==> src/rtl/ro_meas_sequencer_if.sv <==
// Result handshake between the ring-oscillator measurement sequencer and the
// averaging/UART consumer.
//   valid : result available (producer)
//   ready : consumer accepts the result (consumer)
//   data  : captured oscillator count, CNT_W bits (producer)
//   osc   : oscillator that produced data, 0 = inverter, 1 = NAND (producer)
//   ovf   : count saturated (producer, constant 0 unless overflow detect is built)
interface ro_meas_sequencer_if #(
    parameter int unsigned CNT_W = 16
);
    logic             valid;
    logic             ready;
    logic [CNT_W-1:0] data;
    logic             osc;
    logic             ovf;

    modport master (output valid, output data, output osc, output ovf, input ready);
    modport slave  (input valid, input data, input osc, input ovf, output ready);
endinterface

==> src/rtl/ro_meas_sequencer.sv <==
// Autonomous measurement scheduler for the ring-oscillator temperature sensor.
// Each round powers up every oscillator selected in osc_mask in turn (inverter
// first), lets it settle, gates the external counter for gate_len cycles, waits
// for the count to resynchronise, captures it and offers it on the result
// handshake. The sequencer stalls in OUT until the result is taken.
//
// Ports:
//   clk, rst_n    : clock, asynchronous active-low reset
//   start         : begin a round (sampled only while idle)
//   continuous    : start the next round automatically
//   stop          : synchronous abort from any state; discards a pending result
//   osc_mask      : bit0 inverter ring, bit1 NAND ring (latched per round)
//   gate_len      : gate window in cycles, 0 behaves as 1 (latched per round)
//   count_in      : oscillator counter value
//   en_inv_osc    : inverter ring enable
//   en_nand_osc   : NAND ring enable
//   osc_sel       : oscillator / counter source select
//   cnt_clr       : counter clear, first settle cycle only
//   cnt_en        : counter gate
//   busy          : high whenever not idle
//   res           : result handshake (master side)
//
// Build option: define RO_SEQ_OVF_EN to flag saturated counts on res.ovf.
module ro_meas_sequencer #(
    parameter int unsigned CNT_W      = 16,
    parameter int unsigned GATE_W     = 16,
    parameter int unsigned SETTLE_CYC = 8,
    parameter int unsigned SYNC_CYC   = 2
) (
    input  logic               clk,
    input  logic               rst_n,
    input  logic               start,
    input  logic               continuous,
    input  logic               stop,
    input  logic [1:0]         osc_mask,
    input  logic [GATE_W-1:0]  gate_len,
    input  logic [CNT_W-1:0]   count_in,
    output logic               en_inv_osc,
    output logic               en_nand_osc,
    output logic               osc_sel,
    output logic               cnt_clr,
    output logic               cnt_en,
    output logic               busy,
    ro_meas_sequencer_if.master res
);
    localparam int unsigned PH_MAX = (SETTLE_CYC > SYNC_CYC) ? SETTLE_CYC : SYNC_CYC;
    localparam int unsigned PH_W   = (PH_MAX > 1) ? $clog2(PH_MAX) : 1;
    localparam logic [PH_W-1:0] SETTLE_LAST = PH_W'(SETTLE_CYC - 1);
    localparam logic [PH_W-1:0] SYNC_LAST   = PH_W'(SYNC_CYC - 1);

    typedef enum logic [2:0] {StIdle, StSettle, StGate, StSync, StCapture, StOut} state_e;

    state_e             state_q, state_d;
    logic               osc_q, osc_d;
    logic [1:0]         mask_q, mask_d;
    logic [GATE_W-1:0]  glen_q, glen_d;
    logic [GATE_W-1:0]  gcnt_q, gcnt_d;
    logic [PH_W-1:0]    ph_q, ph_d;
    logic               valid_q, valid_d;
    logic [CNT_W-1:0]   data_q, data_d;
    logic               rosc_q, rosc_d;
    logic               en_inv_q, en_nand_q, osc_sel_q, cnt_clr_q, cnt_en_q, busy_q;
    logic [GATE_W-1:0]  gate_last;
    logic               osc_on_d;

    // A zero gate length still opens the window for one cycle.
    assign gate_last = (glen_q == '0) ? '0 : glen_q - GATE_W'(1);

    always_comb begin
        state_d = state_q;
        osc_d   = osc_q;
        mask_d  = mask_q;
        glen_d  = glen_q;
        gcnt_d  = gcnt_q;
        ph_d    = ph_q;
        valid_d = valid_q;
        data_d  = data_q;
        rosc_d  = rosc_q;
        unique case (state_q)
            StIdle: begin
                if (start && osc_mask != 2'b00) begin
                    state_d = StSettle;
                    mask_d  = osc_mask;
                    glen_d  = gate_len;
                    osc_d   = ~osc_mask[0];
                    ph_d    = '0;
                end
            end
            StSettle: begin
                if (ph_q == SETTLE_LAST) begin
                    state_d = StGate;
                    ph_d    = '0;
                    gcnt_d  = '0;
                end else begin
                    ph_d = ph_q + PH_W'(1);
                end
            end
            StGate: begin
                if (gcnt_q == gate_last) begin
                    state_d = StSync;
                    ph_d    = '0;
                end else begin
                    gcnt_d = gcnt_q + GATE_W'(1);
                end
            end
            StSync: begin
                if (ph_q == SYNC_LAST) begin
                    state_d = StCapture;
                    ph_d    = '0;
                end else begin
                    ph_d = ph_q + PH_W'(1);
                end
            end
            StCapture: begin
                state_d = StOut;
                data_d  = count_in;
                rosc_d  = osc_q;
                valid_d = 1'b1;
            end
            StOut: begin
                if (valid_q && res.ready) begin
                    valid_d = 1'b0;
                    ph_d    = '0;
                    if (!osc_q && mask_q[1]) begin
                        state_d = StSettle;
                        osc_d   = 1'b1;
                    end else if (continuous && osc_mask != 2'b00) begin
                        state_d = StSettle;
                        mask_d  = osc_mask;
                        glen_d  = gate_len;
                        osc_d   = ~osc_mask[0];
                    end else begin
                        state_d = StIdle;
                    end
                end
            end
            default: state_d = StIdle;
        endcase
        if (stop) begin
            state_d = StIdle;
            valid_d = 1'b0;
            ph_d    = '0;
            gcnt_d  = '0;
        end
    end

    // Outputs are registered from the next state so they are glitch-free and
    // line up exactly with the state they describe.
    assign osc_on_d = (state_d == StSettle) || (state_d == StGate);

    always_ff @(posedge clk or negedge rst_n) begin
        if (!rst_n) begin
            state_q   <= StIdle;
            osc_q     <= 1'b0;
            mask_q    <= 2'b00;
            glen_q    <= '0;
            gcnt_q    <= '0;
            ph_q      <= '0;
            valid_q   <= 1'b0;
            data_q    <= '0;
            rosc_q    <= 1'b0;
            en_inv_q  <= 1'b0;
            en_nand_q <= 1'b0;
            osc_sel_q <= 1'b0;
            cnt_clr_q <= 1'b0;
            cnt_en_q  <= 1'b0;
            busy_q    <= 1'b0;
        end else begin
            state_q   <= state_d;
            osc_q     <= osc_d;
            mask_q    <= mask_d;
            glen_q    <= glen_d;
            gcnt_q    <= gcnt_d;
            ph_q      <= ph_d;
            valid_q   <= valid_d;
            data_q    <= data_d;
            rosc_q    <= rosc_d;
            en_inv_q  <= osc_on_d & ~osc_d;
            en_nand_q <= osc_on_d & osc_d;
            osc_sel_q <= (state_d != StIdle) & osc_d;
            cnt_clr_q <= (state_d == StSettle) && (state_q != StSettle);
            cnt_en_q  <= (state_d == StGate);
            busy_q    <= (state_d != StIdle);
        end
    end

`ifdef RO_SEQ_OVF_EN
    logic ovf_q, ovf_d;

    always_comb begin
        ovf_d = ovf_q;
        if (state_q == StCapture) begin
            ovf_d = &count_in;
        end
        if (!valid_d) begin
            ovf_d = 1'b0;
        end
    end

    always_ff @(posedge clk or negedge rst_n) begin
        if (!rst_n) begin
            ovf_q <= 1'b0;
        end else begin
            ovf_q <= ovf_d;
        end
    end

    assign res.ovf = ovf_q;
`else
    assign res.ovf = 1'b0;
`endif

    assign res.valid   = valid_q;
    assign res.data    = data_q;
    assign res.osc     = rosc_q;
    assign en_inv_osc  = en_inv_q;
    assign en_nand_osc = en_nand_q;
    assign osc_sel     = osc_sel_q;
    assign cnt_clr     = cnt_clr_q;
    assign cnt_en      = cnt_en_q;
    assign busy        = busy_q;
endmodule

==> src/flat_wrapper.sv <==
// flat-port wrapper written by rule: the top's interface ports become plain ports
module ro_meas_sequencer_flat 
#(
    parameter int unsigned CNT_W      = 16,
    parameter int unsigned GATE_W     = 16,
    parameter int unsigned SETTLE_CYC = 8,
    parameter int unsigned SYNC_CYC   = 2
)
  (clk, rst_n, start, continuous, stop, osc_mask, gate_len, count_in, en_inv_osc, en_nand_osc, osc_sel, cnt_clr, cnt_en, busy, res_valid, res_data, res_osc, res_ovf, res_ready);
  ro_meas_sequencer_if #(.CNT_W(CNT_W)) res_i ();
  input  logic clk;
  input  logic rst_n;
  input  logic start;
  input  logic continuous;
  input  logic stop;
  input  logic [1:0] osc_mask;
  input  logic [GATE_W-1:0] gate_len;
  input  logic [CNT_W-1:0] count_in;
  output logic en_inv_osc;
  output logic en_nand_osc;
  output logic osc_sel;
  output logic cnt_clr;
  output logic cnt_en;
  output logic busy;
  output wire logic [$bits(res_i.valid)-1:0] res_valid;
  output wire logic [$bits(res_i.data)-1:0] res_data;
  output wire logic [$bits(res_i.osc)-1:0] res_osc;
  output wire logic [$bits(res_i.ovf)-1:0] res_ovf;
  input wire logic [$bits(res_i.ready)-1:0] res_ready;
  assign res_valid = res_i.valid;
  assign res_data = res_i.data;
  assign res_osc = res_i.osc;
  assign res_ovf = res_i.ovf;
  assign res_i.ready = res_ready;
  ro_meas_sequencer #(.CNT_W(CNT_W), .GATE_W(GATE_W), .SETTLE_CYC(SETTLE_CYC), .SYNC_CYC(SYNC_CYC)) u_core (.clk(clk), .rst_n(rst_n), .start(start), .continuous(continuous), .stop(stop), .osc_mask(osc_mask), .gate_len(gate_len), .count_in(count_in), .en_inv_osc(en_inv_osc), .en_nand_osc(en_nand_osc), .osc_sel(osc_sel), .cnt_clr(cnt_clr), .cnt_en(cnt_en), .busy(busy), .res(res_i));
endmodule
==> config.mk <==
export PLATFORM = sky130hd
export DESIGN_NAME = ro_meas_sequencer_flat
export DESIGN_NICKNAME = d
export VERILOG_FILES = /design/src/rtl/ro_meas_sequencer_if.sv /design/src/rtl/ro_meas_sequencer.sv /design/src/flat_wrapper.sv
export SDC_FILE = /design/constraint.sdc
export NUM_CORES = 1
export LEC_CHECK = 0
export BUFFER_PORTS_ARGS = -buffer_cell sky130_fd_sc_hd__buf_2
export CAP_MARGIN = 5
export CORE_AREA = 2 2 89 91
export CTS_CLUSTER_DIAMETER = 30
export CTS_CLUSTER_SIZE = 30
export DETAILED_ROUTE_END_ITERATION = 12
export DIE_AREA = 0 0 91 93
export PLACE_DENSITY = 0.75
export REMOVE_ABC_BUFFERS = 1
export SKIP_LAST_GASP = 1
export SYNTH_ARGS = -nofsm -noshare
export SYNTH_HDL_FRONTEND = slang
export SYNTH_SLANG_ARGS = --single-unit
==> constraint.sdc <==
create_clock -name clk -period 3.1 [get_ports clk]
set_input_delay 0.62 -clock clk [delete_from_list [all_inputs] [get_ports clk]]
set_output_delay 0.62 -clock clk [all_outputs]
set_load 0.05 [all_outputs]
==> results of run 1 <==
==> layout make-up <==
class / count / area [sq um]
fill: 640 / 2810
multi-input combinational: 288 / 2100
sequential: 64 / 1600
timing repair buffer: 102 / 649
tap: 102 / 128
clock buffer: 9 / 124
clock inverter: 7 / 81.3
inverter: 11 / 41.3
==> layer usage <==
| layer | global-route usage [%] | up-vias |
|---|---|---|
| met5 | 0 | - |
| met4 | 7.45 | 0 |
| met3 | 5.08 | 17 |
| met2 | 39.0 | 106 |
| met1 | 28.9 | 1672 |
| li1 | - | 1619 |
==> power groups by stage <==
| stage | clock network [mW] | registers (mW) | logic, mW |
|---|---|---|---|
| 2_1_floorplan | 0 | 1.07 | 0.262 |
| 3_3_place_gp | 0 | 0.979 | 0.551 |
| 3_5_place_dp | 0 | 0.984 | 0.565 |
| 4_1_cts | 0.747 | 0.968 | 0.576 |
| 5_1_grt | 0.790 | 0.981 | 0.629 |
| 6_report | 0.745 | 0.970 | 0.580 |
==> sequential cells by signal, summed over array words and instances (netlist names), 3 cells and up <==
| register | flops |
|---|---|
| u_core.gcnt_q | 16 |
| u_core.state_q | 3 |
| u_core.ph_q | 3 |
| u_core.res.data | 16 |
| u_core.glen_q | 16 |
==> what timing repair did <==
item,in CTS,in global routing
setup buffers,4,0
gates cloned,0,1
pin swaps,8,12
resized for setup,13,9
endpoints found under the setup margin,22,23
==> synth_stat cells, types with 7 or more instances <==
cell      instances
dfrtp_1          64
mux2_2           31
nor2_1           27
nand2_1          23
a21oi_1          21
o21ai_0          18
clkbuf_1         15
nand3_1          15
xnor2_1          12
inv_1            11
or4_1            10
nor3_1            9
nand4_1           8
or3_1             8
o211ai_1          7
==> through the flow <==
stage	setup TNS [ns]	cells	cell area, sq um
after floorplan	-10.60	363	3650
after global placement	-3.56	562	4360
after detailed placement	-5.11	562	4360
after CTS	-2.54	582	4660
after global routing	-5.13	583	4720
final	-2.76	583	4720
==> worst max-delay path by stage <==
| stage | startpoint | end | slack (ns) | cells after the start |
|---|---|---|---|---|
| final | u_core.glen_q[3] | u_core.ph_q[2] | -0.18 | 10 |
| after global routing | u_core.glen_q[3] | u_core.gcnt_q[11] | -0.28 | 11 |
| after global placement | u_core.glen_q[3] | u_core.gcnt_q[5] | -0.25 | 10 |
| after floorplan | u_core.glen_q[3] | u_core.ph_q[2] | -0.62 | 9 |
| after CTS | u_core.glen_q[3] | u_core.ph_q[2] | -0.17 | 10 |
| after detailed placement | u_core.glen_q[3] | u_core.gcnt_q[9] | -0.31 | 10 |
==> logic make-up after synthesis <==
| logic type | count (synthesis) | synth area share, % |
|---|---|---|
| xor+xnor | 18 | 4.98 |
| fa+ha+maj | 6 | 2.01 |
| simple gates | 143 | 21.7 |
| other cells | 1 | 0.100 |
| flops | 64 | 42.8 |
| buf+inv | 29 | 3.41 |
| compound gates | 87 | 15.1 |
| mux | 33 | 9.87 |
==> cell usage in the layout (no fill, tap or decap), types with 5 or more instances in the layout <==
master,Yosys,routed
o21ai_0,18,16
xnor2_1,12,12
nand3_1,15,15
nand4_1,8,8
o211ai_1,7,7
buf_4,1,35
or4_1,10,10
mux2_2,31,31
ha_1,6,6
clkbuf_8,0,9
a21oi_1,21,19
buf_2,0,63
or3_1,8,6
nand2_1,23,23
nor2_1,27,27
nor3_1,9,8
inv_1,11,11
a31oi_1,5,5
nor4_1,6,5
dfrtp_1,64,64
nand3b_1,6,6
nor3b_1,5,5
==> metrics.csv, run 1 <==
stage;metric;value;unit
outcome;status;finished with violations;
outcome;failing checks;negative setup slack;
drt;met3 routed WL;455;microns
global_route;initial antenna violation count;0;
drt;Met2 Wirelength;4.83;mm
pwr;VDD IR-drop max;356;uV
global_route;Total GRT Usage;22.8;%
pwr;PD cells;486;nW/um^2
placement;pre-CTS WS;-0.315;ns
clock_network;CTS clk-pin slew, worst paths;0.08;ns
critical_path;CP max stage delay;0.54;ns
placement;PortBufs;63;
global_route;global-route wire length before repair;15.5;mm
pwr;Logic pwr share;25.3;%
final_layout;share of layout cells above drive strength 1;35.8;%
critical_path;crit path max fanout;6;
timing;final period utilization;106;%
global_route;vias in the first global route;3283;
drt;DRT Pass-1 Iters;5;
timing;Max Freq;0.304;GHz
critical_path;critical path class;reg -> reg;
global_route;largest net degree at the start of global routing;44;
synthesis;Yosys cell types;60;
synthesis;warnings from Yosys;0;
final_layout;Area Growth Syn to Fin;26.2;%
die;die height;93;microns
worst_hold_path;Hold Path Class;in -> async;
synthesis;Avg Cell Area, Syn;9.82;sq um
final_layout;Total Nets Final;522;
clock_network;clk_lat worst skew;0.36;ns
drt;Routed wire per std cell;16.2;microns
synthesis;mapped cell area;3740;sq um
pwr;Int Pwr;1.54;mW
clock_network;CTS tree;yes;
pwr;Seq pwr share;42.3;%
critical_path;crit start category;flip-flop;
critical_path;cell family with most CP delay;simple AND/OR/NAND/NOR gates;
synthesis;Post-synth EDFFs;0;
timing;final hold vios;0;
clock_network;H-Tree Depth;3;
placement;GP Congestion;0.873;
synthesis;Yosys reg bits;64;
synthesis;sequential area share after synthesis;42.8;%
drt;vias per inst;5.86;
clock_network;Hold-fix buffers, CTS;0;
synthesis;asr flop ratio synth;100;%
die;IO Pins;65;
critical_path;critical path required time;3.35;ns
critical_path;Crit-path slowest cell;or4_4;
drt;DR DRC count;0;
die;Die Width;91;microns
critical_path;reg2reg path depth;10;
drt;top layer in use;met4;
drt;DRT antenna net count;0;
critical_path;critical-path cell list;or4_4, or2_4, or4b_4, and3_4, a2111o_1, nor4_2, nor4b_4, buf_6, o22ai_2, a22o_1;
die;row cnt;32;
pwr;switching share of power;33.0;%
die;initial core utilization;49.7;%
clock_network;clk buf depth;2;
synthesis;leading area contributor after synthesis;dfrtp_1;
drt;final WL;9.43;mm
pwr;Design Power;2.30;mW
timing;Worst-Margin Slew;0.962;ns
synthesis;Main synth FF type;dfrtp_1;
timing;final setup fails;22;
die;core area;7530;sq um
final_layout;Diodes inserted;0;
clock_network;CTS buffer count;9;
timing;RSZ-0062 raised after global routing;yes;
die;DIE AREA;8460;sq um
drt;DRT met1 WL;3.97;mm
critical_path;Worst EP arrival;3.54;ns
global_route;grt ovf;0;
critical_path;reg2reg start;u_core.glen_q[3];
timing;Final Skew;0.0109;ns
critical_path;critical path capture point type;flip-flop;
critical_path;worst reg-to-reg setup slack;-0.18;ns
timing;fin crit period;3.28;ns
final_layout;Util after Layout;62.7;%
drt;DR vias;3414;
timing;Slew Limit Fails;0;
clock_network;Clk Tree Root Cell;clkbuf_8;
timing;WHS;0.407;ns
synthesis;top cell type's share of synthesized area;42.8;%
placement;hpwl dp;6.55;mm
critical_path;WP buf/inv;1;
critical_path;FF-to-FF End;u_core.ph_q[2];
timing;Max-slew headroom;35.9;%
flow_run;max-cap violations;0;
synthesis;Mapped Cells;381;
drt;DRT iter0 DRCs;298;
pwr;Lkg Pwr;2.10;nW
pwr;clock network power share;32.4;%
synthesis;top cells by area, synth;dfrtp_1 (43%), mux2_2 (9.3%), a21oi_1 (2.8%);
clock_network;Clock Sinks;64;
pwr;sw power;0.757;mW
timing;Final WS setup;-0.184;ns
(Power assumes the default switching activity.)
==> inputs of run 2 (changes only) <==
Settings changed: CORE_AREA 2 2 89 91 to 2 2 68 119, DIE_AREA 0 0 91 93 to 0 0 70 121.
==> metrics.csv, run 2 (synthesized netlist as in run 1, its figures left out) <==
stage;metric;value;unit;change
timing;final period utilization;107;%;+1.2 points
outcome;failing checks;negative setup slack;;
die;core area;7460;sq um;-0.86%
final_layout;fin cells;568;;-2.6%
pwr;sw power;0.769;mW;+1.6%
timing;setup TNS;-3.75;ns;-0.986 ns
timing;Final Skew;0.00531;ns;-0.00562 ns
drt;DRT iter0 DRCs;198;;-34%
clock_network;CTS tree;yes;;
clock_network;CTS buffer count;9;;unchanged
drt;vias per inst;6.10;;+4.1%
timing;Final WS setup;-0.222;ns;-0.0379 ns
pwr;switching share of power;29.6;%;-3.3 points
timing;Worst-Margin Slew;0.739;ns;-0.223 ns
global_route;initial antenna violation count;0;;unchanged
die;die height;121;microns;+30%
drt;final WL;10.1;mm;+6.7%
critical_path;reg2reg path depth;11;;+1
pwr;Lkg Pwr;2.14;nW;+1.9%
final_layout;Util after Layout;64.3;%;+1.6 points
placement;pre-CTS WS;-0.262;ns;+0.0529 ns
die;row cnt;42;;+31%
worst_hold_path;Hold Path Class;in -> async;;
critical_path;critical path required time;3.29;ns;-0.06 ns
critical_path;critical path capture point type;flip-flop;;
timing;Max Freq;0.301;GHz;-1.1%
critical_path;crit path max fanout;7;;+1
final_layout;commonest non-fill, non-tap cells in the layout;buf_2 (64), dfrtp_1 (64), buf_4 (34), mux2_2 (31), nor2_1 (27);;
critical_path;Worst EP arrival;3.52;ns;-0.02 ns
timing;final setup fails;23;;+4.5%
clock_network;CTS clk-pin slew, worst paths;0.05;ns;-0.03 ns
pwr;clock network power share;39.6;%;+7.2 points
drt;DR DRC count;0;;unchanged
outcome;status;finished with violations;;
placement;hpwl dp;7.31;mm;+12%
global_route;Total GRT Usage;24.7;%;+1.9 points
clock_network;clk_lat worst skew;0.33;ns;-0.03 ns
global_route;largest net degree at the start of global routing;34;;-23%
final_layout;Total Nets Final;522;;unchanged
pwr;VDD IR-drop max;465;uV;+31%
placement;PortBufs;63;;unchanged
die;IO Pins;65;;unchanged
flow_run;max-cap violations;0;;unchanged
die;initial core utilization;50.1;%;+0.43 points
clock_network;Clk Tree Root Cell;clkbuf_16;;
final_layout;Area Growth Syn to Fin;28.3;%;
final_layout;Design Area, Final;4800;sq um;+1.6%
die;Die Width;70;microns;-23%
critical_path;crit start category;flip-flop;;
timing;RSZ-0062 raised after global routing;yes;;
clock_network;Clock Sinks;64;;unchanged
timing;Max-slew headroom;50.7;%;+15 points
placement;dpl cell area;4360;sq um;about the same
global_route;grt ovf;0;;unchanged
pwr;Int Pwr;1.82;mW;+19%
global_route;global-route wire length before repair;16.3;mm;+5.3%
final_layout;Diodes inserted;0;;unchanged
placement;dpl cells;550;;-2.1%
pwr;PD cells;540;nW/um^2;+11%
clock_network;H-Tree Depth;3;;unchanged
pwr;Logic pwr share;22.8;%;-2.5 points
timing;final hold vios;0;;unchanged
clock_network;Hold-fix buffers, CTS;0;;unchanged
drt;Routed wire per std cell;17.7;microns;+9.5%
critical_path;critical path class;reg -> reg;;
global_route;vias in the first global route;3597;;+9.6%
drt;DRT Pass-1 Iters;4;;-1
timing;Slew Limit Fails;0;;unchanged
timing;fin crit period;3.32;ns;+0.0379 ns
pwr;Seq pwr share;37.5;%;-4.8 points
placement;GP Congestion;0.896;;+2.6%
final_layout;share of layout cells above drive strength 1;35.4;%;-0.34 points
drt;DRT antenna net count;0;;unchanged
clock_network;clk buf depth;2;;unchanged
final_layout;FILL cells;589;;-8.0%
die;DIE AREA;8470;sq um;about the same
drt;DR vias;3462;;+1.4%
==> run 2: what timing repair did <==
action,CTS,global route
setup endpoints to repair,23,23
buffers inserted,0,1
pin swaps,5,11
gates cloned,0,2
gates resized for setup,13,10
==> run 2: power groups by stage <==
| stage | registers, mW | clock network [mW] | logic (mW) |
|---|---|---|---|
| 2_1_floorplan | 1.07 | 0 | 0.262 |
| 3_3_place_gp | 0.982 | 0 | 0.558 |
| 3_5_place_dp | 0.986 | 0 | 0.574 |
| 4_1_cts | 0.973 | 1.04 | 0.583 |
| 5_1_grt | 0.983 | 1.07 | 0.639 |
| 6_report | 0.974 | 1.03 | 0.592 |
==> run 2: stage by stage <==
| step | hold slack (ns) | power [mW] |
|---|---|---|
| floorplan | 0.324 | 1.33 |
| global placement | 0.487 | 1.54 |
| detailed placement | 0.496 | 1.56 |
| CTS | 0.364 | 2.59 |
| global route | 0.387 | 2.69 |
| finish | 0.339 | 2.59 |
==> run 2: worst paths after layout <==
| path | startpoint | end | slack [ns] |
|---|---|---|---|
| min | rst_n | u_core.glen_q[6] | 0.34 |
| max reg2reg | u_core.glen_q[3] | u_core.gcnt_q[9] | -0.22 |
| min reg2reg | u_core.res.data[8] | u_core.res.data[8] | 0.51 |
| max in group asynchronous | rst_n | u_core.res.data[12] | 2.02 |
| max | u_core.glen_q[3] | u_core.gcnt_q[9] | -0.22 |
| min in group clk | gate_len[9] | u_core.glen_q[9] | 0.50 |
==> run 2: worst max-delay path, stage by stage (launching register included) <==
cell and delay [ns]:
dfrtp_1 0.39, or4_4 0.54, or2_4 0.29, or4b_4 0.49, and3_4 0.18, a2111o_1 0.34, nor4_2 0.14, nor4b_4 0.26
buf_6 0.19, buf_6 0.13, nand2b_4 0.14, o41ai_1 0.09
==> run 2: final cells by class <==
class	count	area (sq um)	share of cell area, %
multi-input combinational	288	2100	43.8
sequential	64	1600	33.4
timing repair buffer	102	638	13.3
clock buffer	11	253	5.27
tap	88	110	2.29
clock inverter	4	53.8	1.12
inverter	11	41.3	0.860
==> run 2: per-layer routing <==
layer	vias up	global-route usage, %	wire length, microns	share of wire, %
met3	35	5.23	408	4.1
met5	-	0	0	0
met4	0	14.5	412	4.1
li1	1618	-	-	-
met2	105	46.8	5720	57
met1	1704	23.9	3520	35
==> inputs of run 3 (changes only) <==
Settings changed: ABC_AREA set to 1, CORE_AREA 2 2 68 119 to 2 2 70 122, DIE_AREA 0 0 70 121 to 0 0 72 124.
==> metrics.csv, run 3 <==
stage;metric;value;unit;change
final_layout;Area Growth Syn to Fin;16.9;%;
global_route;vias in the first global route;3763;;+4.6%
drt;top layer in use;met4;;
final_layout;Total Nets Final;684;;+31%
clock_network;Clock Sinks;64;;unchanged
synthesis;complex-gate fraction of the synthesized area;5.94;%;-9.2 points
critical_path;critical path capture point type;flip-flop;;
clock_network;CTS clk-pin slew, worst paths;0.06;ns;about the same
worst_hold_path;Hold Path Class;in -> async;;
synthesis;asr flop ratio synth;100;%;unchanged
timing;final hold vios;0;;unchanged
global_route;grt ovf;0;;unchanged
timing;Final WS setup;0.411;ns;+0.633 ns
synthesis;mapped cell area;4020;sq um;+7.5%
drt;DR DRC count;0;;unchanged
drt;DRT antenna net count;0;;unchanged
drt;Routed wire per std cell;13.9;microns;-22%
clock_network;CTS buffer count;9;;unchanged
synthesis;top cells by area, synth;dfrtp_1 (40%), nand2_1 (17%), nor2_1 (6.4%);;
timing;fin crit period;2.69;ns;-0.633 ns
critical_path;CP max stage delay;0.35;ns;-0.19 ns
placement;pre-CTS WS;0.290;ns;+0.552 ns
final_layout;commonest non-fill, non-tap cells in the layout;nand2_1 (187), nor2_1 (69), inv_1 (67), dfrtp_1 (64), buf_2 (63);;
timing;Slew Limit Fails;0;;unchanged
timing;final setup fails;0;;-100%
pwr;VDD IR-drop max;503;uV;+8.2%
synthesis;xor-xnor portion of the synthesized cell area;1.52;%;-3.5 points
synthesis;leading area contributor after synthesis;dfrtp_1;;
die;IO Pins;65;;unchanged
drt;DRT met1 WL;3.81;mm;+8.2%
critical_path;cell mode on critical path;nand2_1;;
clock_network;clk_lat worst skew;0.33;ns;about the same
die;core area;7910;sq um;+6.0%
critical_path;worst reg-to-reg setup slack;0.41;ns;+0.63 ns
synthesis;warnings from Yosys;0;;unchanged
critical_path;WP buf/inv;2;;unchanged
synthesis;Post-synth EDFFs;0;;unchanged
final_layout;FILL cells;727;;+23%
synthesis;commonest cells in the netlist;nand2_1 (187), nor2_1 (69), inv_1 (67);;
critical_path;crit start category;flip-flop;;
synthesis;mux share of post-synthesis cell area;1.40;%;-8.5 points
global_route;initial antenna violation count;0;;unchanged
drt;met3 routed WL;423;microns;+3.7%
synthesis;sequential area share after synthesis;39.8;%;-3.0 points
die;die height;124;microns;+2.5%
clock_network;Clk Tree Root Cell;clkbuf_16;;
die;row cnt;43;;+2.4%
die;Die Width;72;microns;+2.9%
synthesis;Mapped Cells;576;;+51%
synthesis;Yosys reg bits;64;;unchanged
pwr;Lkg Pwr;2.48;nW;+16%
die;initial core utilization;50.8;%;+0.71 points
timing;Final Skew;0.00563;ns;+0.000317 ns
drt;DRT Pass-1 Iters;5;;+1
synthesis;Main synth FF type;dfrtp_1;;
placement;hpwl dp;7.90;mm;+8.0%
clock_network;clk buf depth;2;;unchanged
placement;PortBufs;63;;unchanged
drt;DRT iter0 DRCs;243;;+23%
final_layout;share of layout cells above drive strength 1;16.8;%;-19 points
pwr;PD cells;559;nW/um^2;+3.4%
global_route;largest net degree at the start of global routing;43;;+26%
timing;RSZ-0062 raised after global routing;no;;
critical_path;critical-path cell list;inv_1, ha_1, nand2_2, nor2_2, nand2_4, nand2_1, nor2_1, inv_1, nand3_1, nor3_4, nand4_4, nand3_4, nand2_1, nand2_1;;
placement;GP Congestion;0.953;;+6.3%
timing;Worst-Margin Slew;0.677;ns;-0.0616 ns
critical_path;critical path required time;3.37;ns;+0.08 ns
synthesis;Avg Cell Area, Syn;6.98;sq um;-29%
timing;Max Freq;0.372;GHz;+24%
synthesis;Post-Synth Simple-Gate Area;40.4;%;+19 points
critical_path;cell count along the critical path;14;;+3
clock_network;CTS tree;yes;;
drt;Met2 Wirelength;5.51;mm;-3.6%
outcome;status;finished clean;;
global_route;Total GRT Usage;23.9;%;-0.79 points
timing;final period utilization;86.7;%;-20 points
drt;vias per inst;5.34;;-12%
synthesis;top cell type's share of synthesized area;39.8;%;-3.0 points
critical_path;cell family with most CP delay;simple AND/OR/NAND/NOR gates;;
timing;Max-slew headroom;54.7;%;+4.0 points
timing;setup TNS;0;ns;+3.75 ns
clock_network;H-Tree Depth;3;;unchanged
global_route;global-route wire length before repair;16.5;mm;+0.85%
critical_path;Worst EP arrival;2.96;ns;-0.56 ns
critical_path;FF-to-FF End;u_core.gcnt_q[8];;
critical_path;critical path class;reg -> reg;;
critical_path;Crit-path slowest cell;dfrtp_1;;
synthesis;main combinational cell family by area after synthesis;simple AND/OR/NAND/NOR gates;;
synthesis;Yosys cell types;39;;-35%
final_layout;commonest non-fill, non-tap cell in the layout;nand2_1;;
critical_path;reg2reg path depth;14;;+3
flow_run;max-cap violations;0;;unchanged
die;DIE AREA;8930;sq um;+5.4%
synthesis;top-count cell post-synth;nand2_1;;
critical_path;crit path max fanout;30;;+23
drt;DR vias;3914;;+13%
timing;WHS;0.273;ns;-0.0660 ns
final_layout;Diodes inserted;0;;unchanged
critical_path;reg2reg start;u_core.glen_q[0];;
synthesis;area share of fa/ha/maj cells after synthesis;1.87;%;-0.14 points
drt;final WL;10.2;mm;+1.1%
## run 3: changes by cell type after synthesis, sizes merged, moves of 12 or more
cell   before  now
nand3      15   49
mux2       31    5
nand4       8   26
xnor2      12    0
nor2       27   75
inv        11   67
nand2      23  190
## run 3: logic make-up after synthesis
| group | after synthesis |
|---|---|
| multiplexers | 5 |
| adder cells (fa/ha/maj) | 6 |
| AO/OA/AOI/OAI | 43 |
| other | 1 |
| XOR/XNOR | 7 |
| AND/OR/NAND/NOR | 364 |
| buffers and inverters | 86 |
| flip-flops | 64 |
## run 3: worst register-to-register path, cell delays in order (launching register included)
cell and delay (ns):
dfrtp_1 0.35, inv_1 0.14, ha_1 0.26, nand2_2 0.12
nor2_2 0.17, nand2_4 0.20, nand2_1 0.16, nor2_1 0.06
inv_1 0.07, nand3_1 0.11, nor3_4 0.27, nand4_4 0.29
nand3_4 0.26, nand2_1 0.10, nand2_1 0.07
## run 3: layout make-up
cell class                      instances  area [sq um]  area share [%]
Multi-Input combinational cell        426          2070            43.9
Sequential cell                        64          1600            34.1
Timing Repair Buffer                   69           360            7.66
Inverter                               68           255            5.43
Clock buffer                           10           239            5.08
Tap cell                               90           113            2.39
Clock inverter                          6          67.6            1.44
## run 3: metal layers
metal  track usage, %  up-vias
li1                 -     1971
met1             23.8     1785
met2             44.2      131
met3             4.05       27
met4             16.2        0
met5                0        -
## run 3: report_power, final
group / total [mW] / switching (mW) / internal (mW)
Sequential: 0.991 / 0.0702 / 0.921
Clock: 1.04 / 0.392 / 0.647
Combinational: 0.598 / 0.423 / 0.175
## run 3: worst max-delay path by stage
stage	from	to	slack (ns)
CTS	u_core.glen_q[0]	u_core.gcnt_q[8]	0.26
floorplan	u_core.glen_q[0]	u_core.gcnt_q[10]	0.76
global route	u_core.glen_q[0]	u_core.gcnt_q[7]	0.14
finish	u_core.glen_q[0]	u_core.gcnt_q[8]	0.41
global placement	u_core.glen_q[0]	u_core.gcnt_q[0]	0.42
detailed placement	u_core.glen_q[0]	u_core.gcnt_q[8]	0.29
## run 3: repair_timing
item / 4_1_cts / 5_1_grt
setup endpoints to repair: 0 / 5
hold endpoints to repair: 0 / 0
hold buffers: 0 / 0
buffers inserted: 0 / 0
gates resized for setup: 0 / 1
## run 3: metrics by stage
step | area (sq um) | std cells | power [mW] | util (%)
6_report | 4700 | 733 | 2.63 | 59.5
5_1_grt | 4700 | 733 | 2.75 | 59.5
4_1_cts | 4700 | 733 | 2.65 | 59.4
3_5_place_dp | 4390 | 717 | 1.60 | 55.5
3_3_place_gp | 4390 | 717 | 1.59 | 55.5
2_1_floorplan | 3920 | 558 | 1.42 | -
